### config.mk
export PLATFORM = sky130hd
export DESIGN_NAME = lcd_write_engine
export DESIGN_NICKNAME = d
export VERILOG_FILES = /design/src/rtl/lcd_pkg.sv /design/src/rtl/lcd_phase_timer.sv /design/src/rtl/lcd_write_engine.sv
export SDC_FILE = /design/constraint.sdc
export NUM_CORES = 1
export LEC_CHECK = 0
export ABC_AREA = 1
export BUFFER_PORTS_ARGS = -buffer_cell sky130_fd_sc_hd__clkbuf_2
export CORE_MARGIN = 5
export CORE_UTILIZATION = 50
export CTS_BUF_LIST = sky130_fd_sc_hd__clkbuf_8 sky130_fd_sc_hd__clkbuf_16
export DETAILED_ROUTE_END_ITERATION = 8
export MAX_ROUTING_LAYER = met4
export PLACE_DENSITY = 0.79
export SETUP_SLACK_MARGIN = 0.1
export SYNTH_ARGS = -nofsm -noshare
export SYNTH_HDL_FRONTEND = slang
export SYNTH_SLANG_ARGS = --single-unit
### constraint.sdc
create_clock -name iCLK -period 1.9 [get_ports iCLK]
set_clock_uncertainty 0.1 [all_clocks]
set_input_delay 0.475 -clock iCLK [delete_from_list [all_inputs] [get_ports iCLK]]
set_output_delay 0.475 -clock iCLK [all_outputs]
set_load 0.05 [all_outputs]
### src/rtl/lcd_pkg.sv
// Shared types and constants for the character-LCD write path.
package lcd_pkg;

  // Phases of one bus write. The order matches the order on the wire.
  typedef enum logic [2:0] {
    IDLE   = 3'd0,
    SETUP  = 3'd1,
    ENABLE = 3'd2,
    HOLD   = 3'd3,
    EXEC   = 3'd4,
    DONE   = 3'd5
  } lcd_state_e;

  // Commands whose execution time is the long one.
  localparam logic [7:0] LCD_CMD_CLEAR = 8'h01;
  localparam logic [7:0] LCD_CMD_HOME  = 8'h02;

  // Default timing for a 50 MHz clock (20 ns per cycle).
  localparam int LCD_SETUP_CYC_DEF      = 2;      // 40 ns address setup
  localparam int LCD_EN_CYC_DEF         = 16;     // 320 ns enable pulse
  localparam int LCD_HOLD_CYC_DEF       = 2;      // 40 ns data hold
  localparam int LCD_EXEC_SHORT_CYC_DEF = 2000;   // 40 us ordinary command
  localparam int LCD_EXEC_LONG_CYC_DEF  = 82000;  // 1.64 ms clear/home
  localparam int LCD_CNT_W_DEF          = 17;

  // Clear (0x01) and home (0x02/0x03) need the long wait; character
  // data never does, whatever its value.
  function automatic logic isLongCmd(input logic rs, input logic [7:0] data);
    return (!rs) && ((data == LCD_CMD_CLEAR) ||
                     (data[7:1] == LCD_CMD_HOME[7:1]));
  endfunction

endpackage

### src/rtl/lcd_phase_timer.sv
// Loadable down-counter shared by every phase of the write engine.
// Loading N-1 on entry to a phase makes oExpire rise in the phase's
// N-th cycle, which is when the controller moves on.
module lcd_phase_timer #(
  parameter int CNT_W = 17
) (
  input  logic             iCLK,
  input  logic             iRST_N,
  input  logic             iLoad,
  input  logic [CNT_W-1:0] iLoadVal,
  output logic             oExpire
);

  logic [CNT_W-1:0] cnt;

  // Load wins; otherwise count down and park at zero.
  always_ff @(posedge iCLK or negedge iRST_N) begin
    if (!iRST_N) begin
      cnt <= '0;
    end else if (iLoad) begin
      cnt <= iLoadVal;
    end else if (cnt != '0) begin
      cnt <= cnt - CNT_W'(1);
    end
  end

  assign oExpire = (cnt == '0);

endmodule

### src/rtl/lcd_write_engine.sv
// HD44780-style write-only bus driver. Takes one byte + RS per start/done
// handshake, produces setup / enable / hold timing on the pins, then waits
// out the command's execution time before reporting done.
//
// Handshake: the sequencer raises iStart (a level); its rising edge is
// accepted only while the engine is IDLE, edges at any other time are
// dropped. oBusy is high from the cycle after acceptance through the oDone
// cycle. oDone is a single-cycle pulse; the sequencer must drop iStart and
// raise it again to start the next transfer.
module lcd_write_engine
  import lcd_pkg::*;
#(
  parameter int SETUP_CYC      = LCD_SETUP_CYC_DEF,
  parameter int EN_CYC         = LCD_EN_CYC_DEF,
  parameter int HOLD_CYC       = LCD_HOLD_CYC_DEF,
  parameter int EXEC_SHORT_CYC = LCD_EXEC_SHORT_CYC_DEF,
  parameter int EXEC_LONG_CYC  = LCD_EXEC_LONG_CYC_DEF,
  parameter int CNT_W          = LCD_CNT_W_DEF
) (
  input  logic       iCLK,
  input  logic       iRST_N,
  input  logic [7:0] iDATA,
  input  logic       iRS,
  input  logic       iStart,
  output logic       oDone,
  output logic       oBusy,
  output logic [7:0] LCD_DATA,
  output logic       LCD_RW,
  output logic       LCD_EN,
  output logic       LCD_RS,
  output lcd_state_e oState
);

  // Timer load values: a phase of N cycles loads N-1.
  localparam logic [CNT_W-1:0] SETUP_LOAD = CNT_W'(SETUP_CYC - 1);
  localparam logic [CNT_W-1:0] EN_LOAD    = CNT_W'(EN_CYC - 1);
  localparam logic [CNT_W-1:0] HOLD_LOAD  = CNT_W'(HOLD_CYC - 1);
  localparam logic [CNT_W-1:0] SHORT_LOAD = CNT_W'(EXEC_SHORT_CYC - 1);
  localparam logic [CNT_W-1:0] LONG_LOAD  = CNT_W'(EXEC_LONG_CYC - 1);

  lcd_state_e       state;
  lcd_state_e       stateNext;
  logic             startQ;
  logic             accept;
  logic             longCmd;
  logic             timerLoad;
  logic [CNT_W-1:0] timerLoadVal;
  logic             timerExpire;

  // Rising edge of iStart, honoured only when idle.
  assign accept = iStart && !startQ && (state == IDLE);

  lcd_phase_timer #(
    .CNT_W (CNT_W)
  ) uTimer (
    .iCLK     (iCLK),
    .iRST_N   (iRST_N),
    .iLoad    (timerLoad),
    .iLoadVal (timerLoadVal),
    .oExpire  (timerExpire)
  );

  // Phase sequencing; each transition reloads the timer for the next phase.
  always_comb begin
    stateNext    = state;
    timerLoad    = 1'b0;
    timerLoadVal = '0;
    unique case (state)
      IDLE: begin
        if (accept) begin
          stateNext    = SETUP;
          timerLoad    = 1'b1;
          timerLoadVal = SETUP_LOAD;
        end
      end
      SETUP: begin
        if (timerExpire) begin
          stateNext    = ENABLE;
          timerLoad    = 1'b1;
          timerLoadVal = EN_LOAD;
        end
      end
      ENABLE: begin
        if (timerExpire) begin
          stateNext    = HOLD;
          timerLoad    = 1'b1;
          timerLoadVal = HOLD_LOAD;
        end
      end
      HOLD: begin
        if (timerExpire) begin
          stateNext    = EXEC;
          timerLoad    = 1'b1;
          timerLoadVal = longCmd ? LONG_LOAD : SHORT_LOAD;
        end
      end
      EXEC: begin
        if (timerExpire) begin
          stateNext = DONE;
        end
      end
      DONE: begin
        stateNext = IDLE;
      end
      default: begin
        stateNext = IDLE;
      end
    endcase
  end

  // State, start-edge register and the command-class latch.
  always_ff @(posedge iCLK or negedge iRST_N) begin
    if (!iRST_N) begin
      state   <= IDLE;
      startQ  <= 1'b0;
      longCmd <= 1'b0;
    end else begin
      state  <= stateNext;
      startQ <= iStart;
      if (accept) begin
        longCmd <= isLongCmd(iRS, iDATA);
      end
    end
  end

  // Pin and status outputs are all flops, decoded from the next state so
  // they line up with the state register (LCD_EN cannot glitch).
  always_ff @(posedge iCLK or negedge iRST_N) begin
    if (!iRST_N) begin
      LCD_DATA <= 8'h00;
      LCD_RS   <= 1'b0;
      LCD_EN   <= 1'b0;
      oBusy    <= 1'b0;
      oDone    <= 1'b0;
    end else begin
      if (accept) begin
        LCD_DATA <= iDATA;
        LCD_RS   <= iRS;
      end
      LCD_EN <= (stateNext == ENABLE);
      oBusy  <= (stateNext != IDLE);
      oDone  <= (stateNext == DONE);
    end
  end

  assign LCD_RW = 1'b0;
  assign oState = state;

endmodule

==> run metrics <==
die width=71.37 µm; most common cell after layout, fill and taps aside=nand2_1; complex-gate fraction of the synthesized area=5.847%; fmax=564.1 MHz; max-slew violations=0; routed length per instance=12.63 µm; multiplexer area fraction after synthesis=3.588%; CTS Buffer Depth=2; placed insts=306; busiest grt layer=met2; type of origin of the critical path=flip-flop; endpoints failing setup=0; global route overflow=0; routing usage on met3=between 4 and 5%; Die Ht=between 70 and 80 µm; CTS H-tree depth=2; share of layout cells above drive strength 1=28.47%; hold_buf cts=0; FP Rows=22; non-filler cells, final=322; worst-path maximum fanout=5; outcome=finished, final reports clean; Post-DP Area=2072 µm²; Top Ports=28; largest net degree at the start of global routing=18; Yosys cell types=30; CP arrival=1.88 ns; Avg Synthesized Cell Area=just over 8 µm²; most frequent cells in the layout=53 x nand2_1, 34 x dfrtp_1, 30 x nor2_1; initial antenna violation count=0; Post-Syn Area=roughly 1900 µm²; vias in the first global route=approximately 1600; Synth warnings=0; via count=1614; setup TNS=0 ns; Total GRT Usage=18.21%; Clock Latency Late Sink=0.28 ns; sequential area share after synthesis=45.18%; Final Hold Vio Count=0; number of diodes=0; Synth Area in Adders=1.329%; CTS tree=built; ANT nets after route=0; # fillers=334; #FFs+latches synth=34; 1st-iter DRT viols=between 100 and 150; # DRC=0; clk slew on worst S/H paths=0.07 ns; Post-Place Setup Slack=0.07155 ns; Worst R2R Path Depth=11; Detail Placement HPWL=between 3 and 4 mm; first-pass GRT wire length=roughly 7 mm; Power Density=1715 nW/µm²; class of the most critical setup path=flip-flop to flip-flop; final WL=between 4 and 5 mm; GPL Wtd Cong=0.8625; Area Overhead vs Synth=19.73%; largest family of logic cells by synthesized area=simple AND/OR/NAND/NOR gates; RSZ-0062 raised after global routing=yes; die area=5094 µm²; clock root buffer=clkbuf_8; met2 GRT Util=27.04%; nets=287; DR pass1 iterations=4; Final WS setup=0.1272 ns; CP endpoint kind=flip-flop; CTS Sinks=34; number of vias per cell=5.012; syn_nets=246; Peak VDD IR=0.8866 mV; Num CTS Buffers=5; grt met1 use=a little under a quarter; port bufs=26; maxcap violations=0; Initial Util=51.44%; XOR/XNOR share of the synthesized area=3.256%; cell count after synthesis=between 200 and 250; Worst Hold Class=input pin to asynchronous set/reset pin; final worst-path cycle share=around 93%; Finished Cell Area=2255 µm²; Critical Path RT=2.01 ns; core footprint=approximately 3700 µm²; Leakage=between 1 and 1.5 nW; Synth Area in Simple Gates=between 30 and 40%; Min Hold Slack=0.01275 ns; post-layout min period=1.773 ns
## layer usage
metal	wire, µm	vias up
met5	0	-
met4	89	0
met3	169	10
met2	1908	41
met1	1899	750
li1	-	813
## critical path: stages (launching register included)
cell	delay, ns
dfrtp_1	0.38
inv_2	0.08
ha_2	0.18
inv_1	0.04
nor2_1	0.09
nand2_1	0.11
nor2_4	0.18
nand3_4	0.14
nand2_8	0.12
buf_4	0.14
a21oi_1	0.05
o21ai_1	0.09
## kinds of logic (layout without fill, tap and decap cells)
kind of cell | after synthesis | after routing
simple gates | 132 | 132
xor+xnor | 7 | 7
other cells | 1 | 1
buf+inv | 30 | 72
flops | 34 | 34
mux | 6 | 6
compound gates | 20 | 20
fa+ha+maj | 2 | 2
## final cells by class
cell class | instances | area, µm² | share of cell area (%)
Clock buffer | 6 | 82.58 | 3.663
Timing Repair Buffer | 38 | 220.2 | 9.767
Inverter | 26 | 100.1 | 4.440
Clock inverter | 2 | 8.758 | 0.3885
Tap cell | 48 | 60.06 | 2.664
Multi-Input combinational cell | 168 | 932.1 | 41.34
Sequential cell | 34 | 850.8 | 37.74
## what timing repair did
| action | 4_1_cts | 5_1_grt |
|---|---|---|
| setup endpoints to repair | 12 | 14 |
| pin swaps | 0 | 4 |
| gates cloned | 0 | 0 |
| buffers inserted | 0 | 8 |
| resized for setup | 2 | 9 |
## report_power, final
part           leakage (nW)  switching (W)  internal [W]  total [W]
Sequential            0.426       0.000259       0.00102    0.00127
Clock                0.0524       0.000252      0.000287   0.000539
Combinational         0.686        0.00138      0.000671    0.00205
## synthesized netlist by cell type
master / count / area share (%)
nor2_8: 1 / 1.1
nand3_1: 17 / 4.5
buf_4: 2 / 0.80
xnor2_1: 1 / 0.47
buf_2: 1 / 0.27
buf_6: 1 / 0.60
nand4_1: 2 / 0.66
nor2_1: 32 / 6.4
xor2_1: 6 / 2.8
nor4_1: 1 / 0.33
a21oi_1: 9 / 2.4
nor2_2: 4 / 1.3
inv_1: 25 / 5.0
o21ai_1: 2 / 0.53
mux2_2: 6 / 3.6
inv_2: 1 / 0.20
conb_1: 1 / 0.20
dfrtp_1: 34 / 45
o21ai_0: 6 / 1.6
nand2_2: 4 / 1.3
nand3b_1: 2 / 0.80
nor2b_1: 1 / 0.33
nand2_1: 56 / 11
nand2_4: 2 / 1.2
nor3_1: 5 / 1.3
ha_1: 2 / 1.3
a211oi_1: 1 / 0.40
nand3_4: 1 / 0.93
a21oi_2: 2 / 0.93
nor2_4: 4 / 2.4
## per-stage QoR
| stage | total power [W] | util (%) |
|---|---|---|
| 6_report | 0.003867 | 61.59 |
| 2_1_floorplan | 0.002813 | - |
| 5_1_grt | 0.004196 | 61.59 |
| 4_1_cts | 0.003813 | 59.23 |
| 3_3_place_gp | 0.003200 | 56.60 |
| 3_5_place_dp | 0.003250 | 56.60 |
## state kept, by name, indices dropped and copies added, names as in the netlist
name / cells
LCD_DATA: 8
longCmd: 1
uTimer.cnt: 17
LCD_EN: 1
oDone: 1
startQ: 1
oBusy: 1
LCD_RS: 1
oState: 3
## worst paths after layout
| check | end | slack (ns) | startpoint |
|---|---|---|---|
| max reg2reg | uTimer.cnt[0] | 0.13 | uTimer.cnt[0] |
| max | uTimer.cnt[0] | 0.13 | uTimer.cnt[0] |
| min | uTimer.cnt[0] | 0.01 | iRST_N |
| min reg2reg | LCD_DATA[0] | 0.40 | LCD_DATA[0] |
| max in group asynchronous | oBusy | 1.15 | iRST_N |
| min in group iCLK | startQ | 0.22 | iStart |
Power figures use the tool's default switching activity.
